<file path="src/rtl/output_write_arbiter.sv">
//==============================================================================
// Module   : output_write_arbiter
// Function : Round-robin arbiter sharing the result RAM write port among M
//            lanes, with a full-RAM clear sweep and write/completion tracking.
//            Optional overwrite detection: OUT_ARB_OVERWRITE_CHECK_EN.
// Revision : 1.0 - initial release
//==============================================================================
`default_nettype none

module output_write_arbiter #(
    parameter int R = 8,
    parameter int N = 32,
    parameter int M = 4
) (
    input  logic                      clk,
    input  logic                      rst,
    input  logic [M-1:0]              req,
    input  logic [M*$clog2(R)-1:0]    idx,
    input  logic [M*N-1:0]            data,
    output logic [M-1:0]              gnt,
    input  logic                      clr_start,
    output logic                      busy,
    output logic                      ram_wr,
    output logic                      ram_rst,
    output logic [$clog2(R)-1:0]      ram_i,
    output logic [N-1:0]              ram_pi,
    output logic                      done,
    output logic [15:0]               wr_count,
    output logic                      err
);

    localparam int AW = $clog2(R);
    localparam int PW = $clog2(M);

    typedef enum logic [0:0] {
        S_CLEAR = 1'b0,
        S_ARB   = 1'b1
    } state_t;

    state_t          state_q, state_d;
    logic [AW-1:0]   sweep_q, sweep_d;
    logic [PW-1:0]   ptr_q, ptr_d;
    logic [R-1:0]    bitmap_q, bitmap_d;
    logic [M-1:0]    gnt_q, gnt_d;
    logic            ram_wr_q, ram_wr_d;
    logic            ram_rst_q, ram_rst_d;
    logic [AW-1:0]   ram_i_q, ram_i_d;
    logic [N-1:0]    ram_pi_q, ram_pi_d;
    logic            busy_q, busy_d;
    logic            done_q, done_d;
    logic [15:0]     cnt_q, cnt_d;

    logic [M-1:0]    elig;
    logic            found;
    logic [PW-1:0]   sel;
    logic [PW-1:0]   cand_p;
    int              cand;
    logic [AW-1:0]   sel_idx;
    logic [N-1:0]    sel_data;

    // Last cycle's grantee is masked so a lane cannot be granted twice before it reacts.
    always_comb begin
        elig   = req & ~gnt_q;
        found  = 1'b0;
        sel    = '0;
        cand   = 0;
        cand_p = '0;
        for (int off = 0; off < M; off++) begin
            cand = int'(ptr_q) + off;
            if (cand >= M) cand = cand - M;
            cand_p = PW'(cand);
            if (!found && elig[cand_p]) begin
                found = 1'b1;
                sel   = cand_p;
            end
        end
    end

    assign sel_idx  = idx[int'(sel)*AW +: AW];
    assign sel_data = data[int'(sel)*N +: N];

    always_comb begin
        state_d   = state_q;
        sweep_d   = sweep_q;
        ptr_d     = ptr_q;
        bitmap_d  = bitmap_q;
        gnt_d     = '0;
        ram_wr_d  = 1'b0;
        ram_rst_d = 1'b0;
        ram_i_d   = ram_i_q;
        ram_pi_d  = ram_pi_q;
        busy_d    = 1'b0;
        done_d    = done_q;
        cnt_d     = cnt_q;
        case (state_q)
            S_CLEAR: begin
                ram_rst_d = 1'b1;
                ram_i_d   = sweep_q;
                busy_d    = 1'b1;
                sweep_d   = sweep_q + AW'(1);
                bitmap_d  = '0;
                done_d    = 1'b0;
                cnt_d     = '0;
                if (sweep_q == AW'(R-1)) state_d = S_ARB;
            end
            default: begin
                done_d = done_q | (&bitmap_q);
                if (clr_start) begin
                    state_d = S_CLEAR;
                    sweep_d = '0;
                    busy_d  = 1'b1;
                end else if (found) begin
                    gnt_d[sel]        = 1'b1;
                    ram_wr_d          = 1'b1;
                    ram_i_d           = sel_idx;
                    ram_pi_d          = sel_data;
                    ptr_d             = (sel == PW'(M-1)) ? '0 : sel + PW'(1);
                    bitmap_d[sel_idx] = 1'b1;
                    cnt_d             = cnt_q + 16'd1;
                end
            end
        endcase
    end

    always_ff @(posedge clk) begin
        if (rst) begin
            state_q   <= S_CLEAR;
            sweep_q   <= '0;
            ptr_q     <= '0;
            bitmap_q  <= '0;
            gnt_q     <= '0;
            ram_wr_q  <= 1'b0;
            ram_rst_q <= 1'b0;
            ram_i_q   <= '0;
            ram_pi_q  <= '0;
            busy_q    <= 1'b1;
            done_q    <= 1'b0;
            cnt_q     <= '0;
        end else begin
            state_q   <= state_d;
            sweep_q   <= sweep_d;
            ptr_q     <= ptr_d;
            bitmap_q  <= bitmap_d;
            gnt_q     <= gnt_d;
            ram_wr_q  <= ram_wr_d;
            ram_rst_q <= ram_rst_d;
            ram_i_q   <= ram_i_d;
            ram_pi_q  <= ram_pi_d;
            busy_q    <= busy_d;
            done_q    <= done_d;
            cnt_q     <= cnt_d;
        end
    end

`ifdef OUT_ARB_OVERWRITE_CHECK_EN
    logic ovw_q, ovw_d;
    logic err_q;

    // Overwrite is captured at grant time and folded into err one cycle later.
    assign ovw_d = (state_q == S_ARB) && !clr_start && found && bitmap_q[sel_idx];

    always_ff @(posedge clk) begin
        if (rst) begin
            ovw_q <= 1'b0;
            err_q <= 1'b0;
        end else begin
            ovw_q <= ovw_d;
            err_q <= (state_q == S_CLEAR) ? 1'b0 : (err_q | ovw_q);
        end
    end

    assign err = err_q;
`else
    assign err = 1'b0;
`endif

    assign gnt      = gnt_q;
    assign busy     = busy_q;
    assign ram_wr   = ram_wr_q;
    assign ram_rst  = ram_rst_q;
    assign ram_i    = ram_i_q;
    assign ram_pi   = ram_pi_q;
    assign done     = done_q;
    assign wr_count = cnt_q;

endmodule

`default_nettype wire

</file>
<file path="config.mk">
export PLATFORM = sky130hd
export DESIGN_NAME = output_write_arbiter
export DESIGN_NICKNAME = d
export VERILOG_FILES = /design/src/rtl/output_write_arbiter.sv
export SDC_FILE = /design/constraint.sdc
export NUM_CORES = 1
export LEC_CHECK = 0
export BUFFER_PORTS_ARGS = -buffer_cell sky130_fd_sc_hd__buf_2
export CAP_MARGIN = 20
export CORE_MARGIN = 4
export CORE_UTILIZATION = 48
export CTS_CLUSTER_SIZE = 14
export DETAILED_ROUTE_END_ITERATION = 8
export GPL_TIMING_DRIVEN = 0
export PLACE_DENSITY_LB_ADDON = 0.12
export REMOVE_ABC_BUFFERS = 1
export SLEW_MARGIN = 15
export SYNTH_ARGS = -nofsm -noshare
export SYNTH_HDL_FRONTEND = slang
export SYNTH_SLANG_ARGS = --single-unit
</file>
<file path="constraint.sdc">
create_clock -name clk -period 3 [get_ports clk]
set_clock_uncertainty 0.05 [all_clocks]
set_input_delay 0.6 -clock clk [delete_from_list [all_inputs] [get_ports clk]]
set_output_delay 0.6 -clock clk [all_outputs]
set_load 0.01 [all_outputs]
</file>
# Yosys cells after proc, flatten, opt, wreduce, memory -nomap -nowiden
# Index checks and enable logic that the tools add are counted.
# W data, S select, Z words.
[classes]
bitwise_logic = 7
n_div = 0
n_reduce_logical = 15
mul = 1
shift = 2
magnitude_cmp = 12
add_sub_neg = 10
eq_ne = 5
mux = 36
[ops]
columns = ["op", "n"]
rows = [
  ["$shiftx A128 B8 Y32", 1],
  ["$mux W2", 9],
  ["$add A16 B1 Y16 const B", 1],
  ["$mux W1", 16],
  ["$lt A2 B3 Y1 const B", 5],
  ["$mux W3", 5],
  ["$shiftx A12 B5 Y3", 1],
  ["$ge A3 B3 Y1 const B", 3],
  ["$bmux W1 S2", 4],
  ["$or A8 B8 Y8", 1],
  ["$reduce_and A8 Y1", 1],
  ["$sub A2 B1 Y2 const B", 4],
  ["$add A2 B2 Y3 const B", 2],
  ["$logic_and A1 B1 Y1", 5],
  ["$and A4 B4 Y4", 1],
  ["$lt A3 B4 Y1 const B", 1],
  ["$mul A2 B2 Y4 const B", 1],
  ["$ne A2 B2 Y1 const B", 2],
  ["$not A4 Y4", 1],
  ["$reduce_and A2 Y1", 2],
  ["$reduce_or A4 Y1", 1],
  ["$add A2 B1 Y3 const B", 1],
  ["$add A3 B1 Y3 const B", 1],
  ["$demux W1 S3", 1],
  ["14 further kinds", 18],
]
[word_totals]
mem_count = 0
latch_bits = 0
ff_bits = 73
mem_bits_rw = 0
word_cells = 100
input_bits = 147
rom_bits = 0

# Logic depth before layout (Yosys ltp)
# Gate-level depths: netlist (run 1).
[logic_depth]
word_depth = 21
ltp_mapped = 9

# Least setup slack after synthesis (run 1)
# Ideal clock, no wire load.
[synth_timing]
path_type = "in2reg"
startpoint = "input port req[3]"
endpoint = "register ram_pi_q[10], in the netlist ram_pi[10]"
arrival_ns = 1.946
setup_slack_ns = 0.887
stages = 9
setup_ns = 0.117
path_cell_list = "nor2b_1 -> o21ai_1 -> a22oi_4 -> inv_2 -> buf_2 -> buf_2 -> nand2_1 -> nand3_1 -> a32o_1"
[synth_via]
elab_chain_len = 14
elab_cells_between_ends = 25
classes_between = "shift: 1; mux: 16; bitwise: 1; reduce/logical: 7"
[synth_rtl]
columns = ["item", "line", "rtl"]
rows = [
  ["start: declaration", "17", "input logic [M-1:0] req,"],
  ["$and A4 B4 Y4 *", "63", "elig = req & ~gnt_q;"],
  ["$bmux W1 S2", "72", "if (!found && elig[cand_p]) begin"],
  ["$mux W1 (implied by the code)", "72", ""],
  ["$mux W1", "72", ""],
  ["$logic_not A1 Y1", "72", ""],
  ["$logic_and A1 B1 Y1", "72", ""],
  ["$mux W1", "72", ""],
  ["$logic_not A1 Y1", "72", ""],
  ["$logic_and A1 B1 Y1", "72", ""],
  ["$mux W1", "72", ""],
  ["$logic_not A1 Y1", "72", ""],
  ["$logic_and A1 B1 Y1", "72", ""],
  ["$mux W2 or $mux W1 (tied branches)", "72", ""],
  ["$shiftx A128 B8 Y32 or $reduce_and A3 Y1 (tied branches)", "-", ""],
  ["end signal: assignment", "148", "ram_pi_q <= ram_pi_d;"],
  ["end: declaration", "48", "logic [N-1:0] ram_pi_q, ram_pi_d;"],
]
# Every way passes the cells marked *; elsewhere a longest branch is shown, timed or not. The select of a mux whose other input is x is not followed.
# A chain may end at the register's enable or synchronous reset.

# Final worst setup path (run 1)
[layout_timing]
startpoint = "register gnt_q[1], in the netlist gnt[1]"
endpoint = "register bitmap_q[2]"
[layout_via]
elab_chain_len = 21
elab_cells_between_ends = 33
classes_between = "mul: 1; order compare: 2; shift: 1; mux: 18; bitwise: 3; reduce/logical: 8"
[layout_rtl]
columns = ["item", "line", "rtl"]
rows = [
  ["start: declaration", "44", "logic [M-1:0] gnt_q, gnt_d;"],
  ["start signal: assignment", "144", "gnt_q <= gnt_d;"],
  ["$not A4 Y4 *", "63", ""],
  ["$and A4 B4 Y4 *", "63", ""],
  ["$bmux W1 S2", "72", ""],
  ["$mux W1 (implied by the code)", "72", ""],
  ["$mux W1", "72", ""],
  ["$logic_not A1 Y1", "72", ""],
  ["$logic_and A1 B1 Y1", "72", ""],
  ["$mux W1", "72", ""],
  ["[5 not listed]", "-", ""],
  ["$mux W2", "72", ""],
  ["$mul A2 B2 Y4", "79", "assign sel_idx = idx[int'(sel)*AW +: AW];"],
  ["$shiftx A12 B5 Y3", "79", ""],
  ["$lt A3 B4 Y1 (implied by the code) or $ge A3 B1 Y1 (tied branches)", "118", "bitmap_d[sel_idx] = 1'b1;"],
  ["$logic_and A1 B1 Y1 (implied by the code)", "118", ""],
  ["$mux W1 (implied by the code)", "118", ""],
  ["$demux W1 S3", "118", ""],
  ["$or A8 B8 Y8 (no source line)", "-", ""],
  ["end signal: assignment", "143", "bitmap_q <= bitmap_d;"],
  ["end: declaration", "43", "logic [R-1:0] bitmap_q, bitmap_d;"],
]
# Marks and branches as above.

==> results of run 1 <==
==> metal layers <==
metal / global-route usage / vias to the layer above / wire length [microns]
met4: 0.09123 / 0 / 257
met3: 0.04535 / 21 / 846
met2: 0.4382 / 177 / 6224
met5: 0 / - / 0
met1: 0.2883 / 1931 / 4615
li1: - / 2089 / -
==> placed cells by master (no fill, tap or decap), drive strengths merged, types with 5 or more instances in the layout <==
| cell | instances |
|---|---|
| buf | 209 |
| a21oi | 7 |
| clkbuf | 13 |
| o21ai | 7 |
| nor2 | 22 |
| and3 | 6 |
| dfxtp | 73 |
| a32o | 32 |
| xnor2 | 6 |
| nand2b | 5 |
| xor2 | 8 |
| o41ai | 8 |
| nand4 | 6 |
| nand3 | 69 |
| nor2b | 5 |
| ha | 7 |
| nand2 | 152 |
==> cell families (layout without fill, tap and decap cells) <==
family | Yosys count | after routing | synth area share
other | 1 | 1 | 0.001006
DFF | 73 | 73 | 0.3922
adders and majority gates | 7 | 7 | 0.02350
and+or+nand+nor | 275 | 275 | 0.3217
muxes | 6 | 6 | 0.01679
xor gates and xnor gates | 14 | 14 | 0.03291
buffers and inverters | 39 | 230 | 0.04634
AOI/OAI and AO/OA | 71 | 71 | 0.1655
==> state kept, by name (all words and copies together) (netlist names) <==
register  cells
ram_rst       1
busy          1
state_q       1
gnt           4
done          1
ptr_q         2
ram_pi       32
ram_i         3
wr_count     16
bitmap_q      8
sweep_q       3
ram_wr        1
==> cell type report <==
class	count	area (sq um)
flip-flops and latches	73	1461
clock buffers	13	148.9
inverters	5	22.52
fillers	652	2369
multi-input cells	374	2122
clock inverters	3	40.04
well taps	99	123.9
repair buffers	209	1121
==> worst paths after layout <==
kind / depth (start not counted) / slack (ps) / to / startpoint
min: 2 / 410 / bitmap_q[3] / bitmap_q[3]
min reg2reg: 2 / 410 / bitmap_q[3] / bitmap_q[3]
max: 7 / 50 / bitmap_q[2] / gnt[1]
max reg2reg: 7 / 50 / bitmap_q[2] / gnt[1]
==> critical path: cells and delay by family (launching register included) <==
family / cells / cell delay, ps
buf+inv: 1 / 410
compound gates: 5 / 1760
flops: 1 / 340
simple gates: 1 / 240
==> power by group through the flow <==
stage                     clock network [mW]  logic (mW)  registers (mW)
after CTS                              0.768       0.323           0.980
final                                  0.759       0.328           0.980
after global routing                   0.808       0.366           0.981
after detailed placement                   0       0.320            1.00
after global placement                     0       0.302            1.00
after floorplan                            0       0.161            1.00
==> what timing repair did <==
item                                    CTS  global route
cloned                                    0             0
gates resized for setup                   2             1
endpoints found under the setup margin   39            32
setup buffers                             0             0
==> metrics.txt, run 1 <==
Final ANT Viol Nets 0; CP Capture Type register; Data required, critical path 3160 ps; root buffer cell clkbuf_8; placed cells 759; Avg WL per Cell 15.39 microns; Max Slew Vio Count 0; setup TNS 0 ps; vias in the first global route 3988; most common library cells after synthesis nand2_1, dfxtp_1, nand3_1; Max Fclk 338.6 MHz; largest cells by area after synthesis dfxtp_1, nand2_1, nand3_1; CORE AREA 7408 sq um; Synth area leader dfxtp_1; crit path DAT 3110 ps; top-count cell post-synth nand2_1; fin crit share 0.9845; first-pass GRT wire length 17930 microns; Reg power frac 0.474; Max Cap Viol 0; Post-synth EDFFs 0; Rel. slew slack 0.3553; GR Util All Layers 0.2449; Pwr Total 2.068 mW; Synth Area per Inst 7.667 sq um; Critical Path Source Type register; Layout Cells excl Fill 776; Clock Power Share 0.367; post-route cell area 5040 sq um; RSZ-0062 raised after global routing true; Detailed Routing Iterations Pass 1 4; DIE HEIGHT 96.11 microns; Critical Path, Cell by Cell nand2b_1, o21ai_1, o311a_4, inv_2, a21oi_1, a22oi_1, o41ai_1; VDD IR max 0.0002000 V; Sink Count 73; CTS tree yes; IO Pins 207; leakage dissipation 2.417 nW; CTS Buf Count 9; mapped cell area 3726 sq um; CTS Buffer Depth 2; DRT Wirelength 11940 microns; number of buffers added on ports 205; Power Internal 1.529 mW; synth unique cells 43; top_reg_cell synth dfxtp_1; Vias 4218; Tmin final 2954 ps; net switching power 0.5391 mW; Mapped Cells 486; post-synthesis sequential area ratio 0.3922; actual slew at the worst max-slew pin 965.1 ps; critical path class register to register; flops & latches, synth 73; status complete, no violations; drt initial violations 124; post-layout util 0.6803; n_diodes 0; max incr delay on CP 530 ps; Reg clk slew, reported paths 70 ps; antenna violations before repair 0; CP max-delay cell o311a_4; switch share 0.2607; Row Count 31; pwr/cell area 410.3 nW/um^2; H-tree Lvls 3; share of layout cells above drive strength 1 0.3427; Finish-stage setup viols 0; total grt overflow 0; share of the synthesized area in the top cell type 0.3922; Area Overhead vs Synth 35.26%; full die area 9236 sq um; Nets 826; Synth Warn # 0; Post-DP HPWL 8818 microns; WHS 409.3 ps; largest net degree at the start of global routing 70; final hold vios 0; worst slack at placement -508.6 ps; Starting Density 0.5030; Placed Area 4810 sq um; Die X 96.11 microns; type of the worst min-delay path register to register; final setup margin 46.40 ps; worst-path fanout max 40; Comb power frac 0.159; drt drc 0; Hold-fix buffers, CTS 0; worst skew pair latency 330 ps; Synth async-reset ratio 0; vias per inst 5.436; RePlAce Congestion 0.7863
Note: power is estimated with default switching activity, not from simulation.
==> run 2: changes to the inputs <==
--- a/config.mk
+++ b/config.mk
@@ -12,7 +12,7 @@
 export CTS_CLUSTER_SIZE = 14
 export DETAILED_ROUTE_END_ITERATION = 8
 export GPL_TIMING_DRIVEN = 0
-export PLACE_DENSITY_LB_ADDON = 0.12
+export PLACE_DENSITY = 0.86
 export REMOVE_ABC_BUFFERS = 1
 export SLEW_MARGIN = 15
 export SYNTH_ARGS = -nofsm -noshare
==> run 2 against run 1 <==
Against the previous run: combinational power decreased by 1%; sequential cell count unchanged; utilization increased by 0.56 points; first-iteration DRC count increased by 81%; register-to-register slack improved by 170 ps.
==> metrics.txt, run 2 (synthesis results as in run 1) <==
status complete, no violations; Finish-stage setup viols 0 (unchanged); Area Overhead vs Synth 36.37%; Layout Cells excl Fill 777 (+0.13%); leading cell types in the layout, fill and taps excluded buf_2, nand2_1, dfxtp_1; leakage dissipation 2.437 nW (+0.83%); worst-path fanout max 69 (+73%); DRT Wirelength 11900 microns (-0.37%); Post-DP HPWL 8625 microns (-2.2%); vias in the first global route 3897 (-2.3%); FF-to-FF Start ptr_q[0]; drt initial violations 224 (+81%); crit path DAT 3040 ps (-70 ps); Comb power frac 0.146 (-0.013); critical path launch point req[3]; drt drc 0 (unchanged); total grt overflow 0 (unchanged); pwr/cell area 437.5 nW/um^2 (+6.6%); CP max-delay cell o21ai_1; Hold-fix buffers, CTS 0 (unchanged); Critical Path, Cell by Cell buf_2, nor2b_1, o21ai_1, a22oi_4, buf_8, inv_6, a211oi_1, or2_2, o41ai_1; Critical Path Source Type input port; Max Cap Viol 0 (unchanged); Final ANT Viol Nets 0 (unchanged); CP Capture Type register; Clock Power Share 0.413 (+0.046); H-tree Lvls 3 (unchanged); Detailed Routing Iterations Pass 1 5 (+1); actual slew at the worst max-slew pin 973.4 ps (+8.274 ps); placed cells 759 (unchanged); Row Count 31 (unchanged); CORE AREA 7408 sq um (unchanged); Starting Density 0.5030 (unchanged); Die X 96.11 microns (unchanged); RePlAce Congestion 0.8309 (+5.7%); Avg WL per Cell 15.31 microns (-0.50%); Max Fclk 350.0 MHz (+3.4%); fin crit share 0.9523 (-0.03221); Rel. slew slack 0.3498 (-0.005528); Reg clk slew, reported paths 80 ps (about the same); RSZ-0062 raised after global routing false; Nets 827 (+0.12%); Data required, critical path 3180 ps (+20 ps); number of buffers added on ports 205 (unchanged); share of layout cells above drive strength 1 0.3471 (+0.004431); first-pass GRT wire length 17770 microns (-0.85%); max reg flops 32 (unchanged); antenna violations before repair 0 (unchanged); Max Slew Vio Count 0 (unchanged); CTS Buffer Depth 2 (unchanged); setup bufs post-CTS 0 (unchanged); CTS Buf Count 9 (unchanged); Sink Count 73 (unchanged); worst skew pair latency 340 ps (about the same); hold wc startpoint bitmap_q[3]; max incr delay on CP 490 ps (-40 ps); full die area 9236 sq um (unchanged); largest net degree at the start of global routing 70 (unchanged); WHS 409.2 ps (-0.09400 ps); type of the worst min-delay path register to register; CTS tree yes; Vias 4273 (+1.3%); root buffer cell clkbuf_8; final hold vios 0 (unchanged); worst path buffer plus inverter count 3 (+2); post-route cell area 5081 sq um (+0.82%); vias per inst 5.499 (+1.2%); Power Internal 1.690 mW (+11%); Top Family by Delay on Critical Path compound AO/OA/AOI/OAI gates; net switching power 0.5330 mW (-1.1%); Tmin final 2857 ps (-96.62 ps); switch share 0.2398 (-0.02094); VDD IR max 0.0002578 V (+29%); Placed Area 4792 sq um (-0.36%); DIE HEIGHT 96.11 microns (unchanged); IO Pins 207 (unchanged); commonest non-fill, non-tap cell in the layout buf_2; Reg power frac 0.441 (-0.033); GR Util All Layers 0.2432 (-0.001635); critical path class input port to register; Filler Cell Count 635 (-2.6%)
## run 2: worst paths after layout
path,end,slack [ps],depth (start not counted)
setup / recovery,bitmap_q[7],140,9
hold / removal,bitmap_q[3],410,2
setup reg to reg,bitmap_q[7],220,8
hold reg to reg,bitmap_q[3],410,2
## run 2: per-stage QoR
stage | utilization | worst slack [ps] | setup TNS, ps | total power, mW
6_report | 0.6859 | 143.0 | 0 | 2.223
5_1_grt | 0.6855 | 14.79 | 0 | 2.315
3_3_place_gp | 0.6374 | -1367 | -51360 | 1.299
3_5_place_dp | 0.6469 | -519.6 | -20650 | 1.316
4_1_cts | 0.6816 | 67.17 | 0 | 2.232
2_1_floorplan | - | -458.2 | -11820 | 1.164
## run 2: final cells by class
cell class	instances	area (sq um)	share of cell area
tap	99	123.9	0.02438
antenna	1	2.502	0.0004925
timing repair buffer	209	1091	0.2147
clock inverter	5	103.9	0.02044
multi-input combinational	375	2131	0.4194
clock buffer	10	137.6	0.02709
sequential	73	1461	0.2876
inverter	5	30.03	0.005910
## run 2: worst reg2reg max path: cells and delay by family, from the launching register on
family / cells / cell delay, ps
flip-flops: 1 / 350
AND/OR/NAND/NOR: 1 / 370
buffers and inverters: 3 / 680
AO/OA/AOI/OAI: 4 / 1240
## run 2: power groups by stage
stage	clock network, mW	logic, mW	registers [mW]
finish	0.918	0.324	0.980
global route	0.971	0.363	0.981
CTS	0.935	0.316	0.980
detailed placement	0	0.314	1.00
global placement	0	0.297	1.00
floorplan	0	0.161	1.00
## run 2: what timing repair did
| action | in CTS | in global routing |
|---|---|---|
| resized for setup | 3 | 4 |
| hold endpoints to repair | 0 | 0 |
| endpoints found under the setup margin | 43 | 7 |
| pin swaps | 0 | 1 |
| cloned | 0 | 1 |
## run 2: per-layer routing
| metal | track usage | vias to the layer above | wire [microns] |
|---|---|---|---|
| met5 | 0 | - | 0 |
| li1 | - | 2093 | - |
| met4 | 0.1019 | 0 | 237 |
| met2 | 0.4221 | 186 | 6045 |
| met3 | 0.05864 | 18 | 1038 |
| met1 | 0.2843 | 1976 | 4578 |
